<file path="config.mk">
export PLATFORM = sky130hd
export DESIGN_NAME = sprite_pixel_arbiter
export DESIGN_NICKNAME = d
export VERILOG_FILES = /design/src/rtl/sprite_pixel_arbiter.sv
export SDC_FILE = /design/constraint.sdc
export NUM_CORES = 1
export LEC_CHECK = 0
export CORE_UTILIZATION = 29
export DETAILED_ROUTE_END_ITERATION = 10
export RECOVER_POWER = 100
export SKIP_CTS_REPAIR_TIMING = 1
export SLEW_MARGIN = 0
export SYNTH_ARGS = -nofsm -noshare
export SYNTH_HDL_FRONTEND = slang
export SYNTH_SLANG_ARGS = --single-unit
</file>
<file path="constraint.sdc">
create_clock -name clock -period 3.5 [get_ports clock]
set_clock_uncertainty 0.15 [all_clocks]
set_input_delay 1.05 -clock clock [delete_from_list [all_inputs] [get_ports clock]]
set_output_delay 1.05 -clock clock [all_outputs]
set_load 0.1 [all_outputs]
</file>
<file path="src/rtl/sprite_pixel_arbiter.sv">
// sprite_pixel_arbiter: eight-slot sprite line buffer that selects and registers
// the frontmost opaque sprite pixel for each rendered column.
// Optional build macro SPRITE_LEFT_CLIP_EN adds the showLeftSprites input,
// which blanks sprite output for columns 0-7 while leaving the slots advancing.
module sprite_pixel_arbiter (
    input  logic       clock,
    input  logic       reset_N,
    input  logic       clock_EN,
    input  logic       lineStart,
    input  logic       render_EN,
    input  logic       load_EN,
    input  logic [2:0] load_slot,
    input  logic [7:0] load_patternLo,
    input  logic [7:0] load_patternHi,
    input  logic [7:0] load_attr,
    input  logic [7:0] load_x,
    input  logic       load_isSprite0,
`ifdef SPRITE_LEFT_CLIP_EN
    input  logic       showLeftSprites,
`endif
    output logic [5:0] spritePixel
);

    logic       slot_active  [8];
    logic [7:0] slot_x       [8];
    logic [7:0] slot_lo      [8];
    logic [7:0] slot_hi      [8];
    logic [1:0] slot_pal     [8];
    logic       slot_prio    [8];
    logic       slot_sprite0 [8];

    logic [7:0] col_cnt;
    logic       render_cycle;
    logic       left_clip;
    logic [5:0] sel_pixel;
    logic       sel_found;
    logic       unused_bits;

    assign render_cycle = clock_EN && render_EN;

`ifdef SPRITE_LEFT_CLIP_EN
    assign left_clip   = !showLeftSprites && (col_cnt < 8'd8);
    assign unused_bits = ^{load_attr[7], load_attr[4:2]};
`else
    assign left_clip   = 1'b0;
    assign unused_bits = ^{load_attr[7], load_attr[4:2], col_cnt};
`endif

    function automatic logic [7:0] bit_rev(input logic [7:0] v);
        for (int unsigned i = 0; i < 8; i++) begin
            bit_rev[i] = v[7 - i];
        end
    endfunction

    // Pick the lowest-index opaque slot; equal X values resolve by index alone
    always_comb begin
        sel_found = 1'b0;
        sel_pixel = '0;
        for (int unsigned i = 0; i < 8; i++) begin
            if (!sel_found && slot_active[i] && (slot_x[i] == 8'd0) &&
                (slot_hi[i][7] || slot_lo[i][7])) begin
                sel_found = 1'b1;
                sel_pixel = {((i == 0) && slot_sprite0[i]), slot_prio[i],
                             slot_pal[i], slot_hi[i][7], slot_lo[i][7]};
            end
        end
    end

    // Slot storage: a load beats lineStart clearing and the per-column advance
    always_ff @(posedge clock or negedge reset_N) begin
        if (!reset_N) begin
            for (int unsigned i = 0; i < 8; i++) begin
                slot_active[i]  <= 1'b0;
                slot_x[i]       <= '0;
                slot_lo[i]      <= '0;
                slot_hi[i]      <= '0;
                slot_pal[i]     <= '0;
                slot_prio[i]    <= 1'b0;
                slot_sprite0[i] <= 1'b0;
            end
        end else begin
            for (int unsigned i = 0; i < 8; i++) begin
                if (load_EN && (32'(load_slot) == i)) begin
                    slot_active[i]  <= 1'b1;
                    slot_x[i]       <= load_x;
                    slot_lo[i]      <= load_attr[6] ? bit_rev(load_patternLo) : load_patternLo;
                    slot_hi[i]      <= load_attr[6] ? bit_rev(load_patternHi) : load_patternHi;
                    slot_pal[i]     <= load_attr[1:0];
                    slot_prio[i]    <= load_attr[5];
                    slot_sprite0[i] <= load_isSprite0;
                end else if (lineStart) begin
                    slot_active[i] <= 1'b0;
                end else if (render_cycle && slot_active[i]) begin
                    if (slot_x[i] != 8'd0) begin
                        slot_x[i] <= slot_x[i] - 8'd1;
                    end else begin
                        slot_lo[i] <= {slot_lo[i][6:0], 1'b0};
                        slot_hi[i] <= {slot_hi[i][6:0], 1'b0};
                    end
                end
            end
        end
    end

    // Registered pixel output and saturating column counter
    always_ff @(posedge clock or negedge reset_N) begin
        if (!reset_N) begin
            spritePixel <= '0;
            col_cnt     <= '0;
        end else begin
            if (clock_EN) begin
                spritePixel <= (render_EN && !left_clip) ? sel_pixel : 6'd0;
            end
            if (lineStart) begin
                col_cnt <= '0;
            end else if (render_cycle && (col_cnt != 8'hFF)) begin
                col_cnt <= col_cnt + 8'd1;
            end
        end
    end

endmodule
</file>
==> reports/metrics.yaml <==
outcome: "finished with violations"
violations: "max-capacitance violations, max-slew violations"
initialDrtViolationCount: 651
yosys-top-cells-count: "nand2_1 (269), dfrtp_1 (231), o21ai_0 (206), nor2_1 (140), a21oi_1 (115)"
initial_utilization_pct: 29.7
met1Wirelength_um: 15100
synth_edf_count: 0
ys_ff_latch: 231
cts_buffers: 25
drt_drc_violations_left: 0
grt_start_max_net_pins: 74
overflow: 0
die_y_um: 202
antenna_found_initial: 0
yosysTopAreaCellShare_pct: 49.9
yosys-top-cells-area: "dfrtp_1 (50%), o21ai_0 (8.9%), nand2_1 (8.7%)"
die_area_mm2: 0.0407
yosys.area.top_type: "dfrtp_1"
io_pins: 48
wl_per_cell_um: 16.2
met2_length_um: 14100
max-slew-margin-rel_pct: -33.2
path_clk_slew_ps: 60
cts.sinks: 231
met3_length_um: 1400
hold_path_class: "reg2reg"
yosysSeqAreaShare_pct: 49.9
grt_use_total_pct: 15.6
grt_pass1_wl_um: 50900
core_mm2: 0.0390
avgViaCountPerCell: 4.92
worst_pin_slew_ps: 2000
rsz0062_at_grt: "false"
place.gp.congestion: 0.853
yosysMostFrequentCell: "nand2_1"
grt_pass1_vias: 9134
peakVddDrop_mv: 0.371
crit_arrival_ps: 3510
drive_gt1_share_pct: 9.39
finalMaxSlewViolations: 72
htreeDepth: 1
p_per_area_mw_per_mm2: 566
diodes: 0
yosys_warnings: 0
crit_path_end_kind: "flip-flop"
power.total_w: 0.00775
die_w_um: 202
final_nets: 1460
tritoncts: "built"
postSynth.asyncResetShare_pct: 100
placementRows: 72
synth_fp_nets: 1402
max_freq_ghz: 0.307
drt-total-wl_um: 31600
crit_start: "load_EN"
post-route-period-util_pct: 93.1
tns_ps: 0
synth_cell_type_count: 64
startpoint_type: "primary input"
crit_type: "in2reg"
portBuffers: 43
vias: 9561
clk_path_buf_depth: 3
final_cell_area_mm2: 0.0137
whs_ps: 323
synth.avg_cell_area_um2: 8.57
period_minus_slack_ps: 3260
r2r-start: "slot_x[48]$_DFFE_PN0P_"
finalHoldViolCount: 0
critPathRequiredTime_ps: 3760
cp_max_fo: 12
ys.flop_type: "dfrtp_1"
syn2layout_area_growth_pct: 18.3
hpwl_um: 21600
cts-root-buf: "clkbuf_16"
fillers: 4057
dr.pass1.iters: 5
drv_cap: 1
antenna_left: 0
setup_viol: 0
p_leak_nw: 5.79
hold_start: "slot_hi[52]$_DFFE_PN0P_"
syn-cell-area_mm2: 0.0116
clk-insertion-delay-late_ps: 530
synth_cells: 1350
top_layer: "met4"
postPlaceCellArea_mm2: 0.0131
-- path summary, 6_finish.rpt --
| check | to | slack [ps] | cells past startpoint |
|---|---|---|---|
| worst max-delay path | slot_x[34]$_DFFE_PN0P_ | 240 | 8 |
| worst min-delay path | slot_hi[52]$_DFFE_PN0P_ | 320 | 2 |
| worst max register to register | spritePixel[0]$_DFFE_PN0P_ | 400 | 9 |
| worst min register to register | slot_hi[52]$_DFFE_PN0P_ | 320 | 2 |
| max in group asynchronous | slot_hi[16]$_DFFE_PN0P_ | 560 | 2 |
| min in group asynchronous | slot_x[49]$_DFFE_PN0P_ | 940 | 1 |
-- cells in the final DEF, fill, tap and decap left out, types with 15 or more instances in the layout --
cell / count
a21oi_1: 115
dfrtp_1: 231
o21ai_0: 206
nor4_1: 15
nand2_1: 269
mux2i_1: 21
clkbuf_1: 28
buf_4: 37
nor3_1: 34
clkdlybuf4s50_1: 33
xnor2_1: 20
nand3_1: 15
nor2_1: 140
inv_1: 31
or3_1: 16
clkbuf_16: 25
-- sequential cells by signal, summed over array words and instances (netlist names) --
signal and flops:
slot_hi 64, slot_lo 64, slot_x 64, slot_pal 16, slot_active 8, slot_prio 8, spritePixel 6, slot_sprite0 1
-- critical path, cell delays in order --
cell           delay (ps)
dlygate4sd3_1         670
nand4b_1              150
clkbuf_1              500
inv_1                 290
o21ai_0               220
clkbuf_1              280
nor2_1                 90
o221a_2               250
-- cell type report --
class                           count  area [µm²]  area share [%]
Sequential cell                   231        5780            42.2
Multi-Input combinational cell   1004        5360            39.2
Timing Repair Buffer              115         942            6.88
Clock buffer                       37         741            5.41
Tap cell                          518         648            4.73
Inverter                           31         116           0.850
Clock inverter                      9        98.8           0.722
-- layer usage --
metal / track usage (%) / vias up
li1: - / 4816
met1: 21.8 / 4475
met2: 24.8 / 206
met3: 2.32 / 64
met4: 5.06 / 0
met5: 0 / -
-- power by group --
part	internal (W)	switching [W]
combinational	0.000602	0.000727
clock	0.00161	0.00110
sequential	0.00326	0.000451
total	0.00547	0.00227
-- through the flow --
stage / cells / utilization [%] / worst slack, ps
6_report: 1945 / 35.1 / 243
3_5_place_dp: 1899 / 33.5 / -28.2
5_1_grt: 1945 / 35.1 / 109
2_1_floorplan: 1350 / - / 527
3_3_place_gp: 1899 / 33.5 / -64.9
4_1_cts: 1945 / 35.6 / 379
-- logic make-up (layout without fill, tap and decap cells) --
group	after synthesis	after routing	share of synthesized area [%]
buffers and inverters	115	192	3.93
muxes	28	28	2.50
and+or+nand+nor	542	542	21.0
xor gates and xnor gates	30	30	2.27
DFF	231	231	49.9
adders and majority gates	10	10	1.08
AOI/OAI and AO/OA	394	394	19.3
No activity file was read; power rests on OpenSTA's default activity.
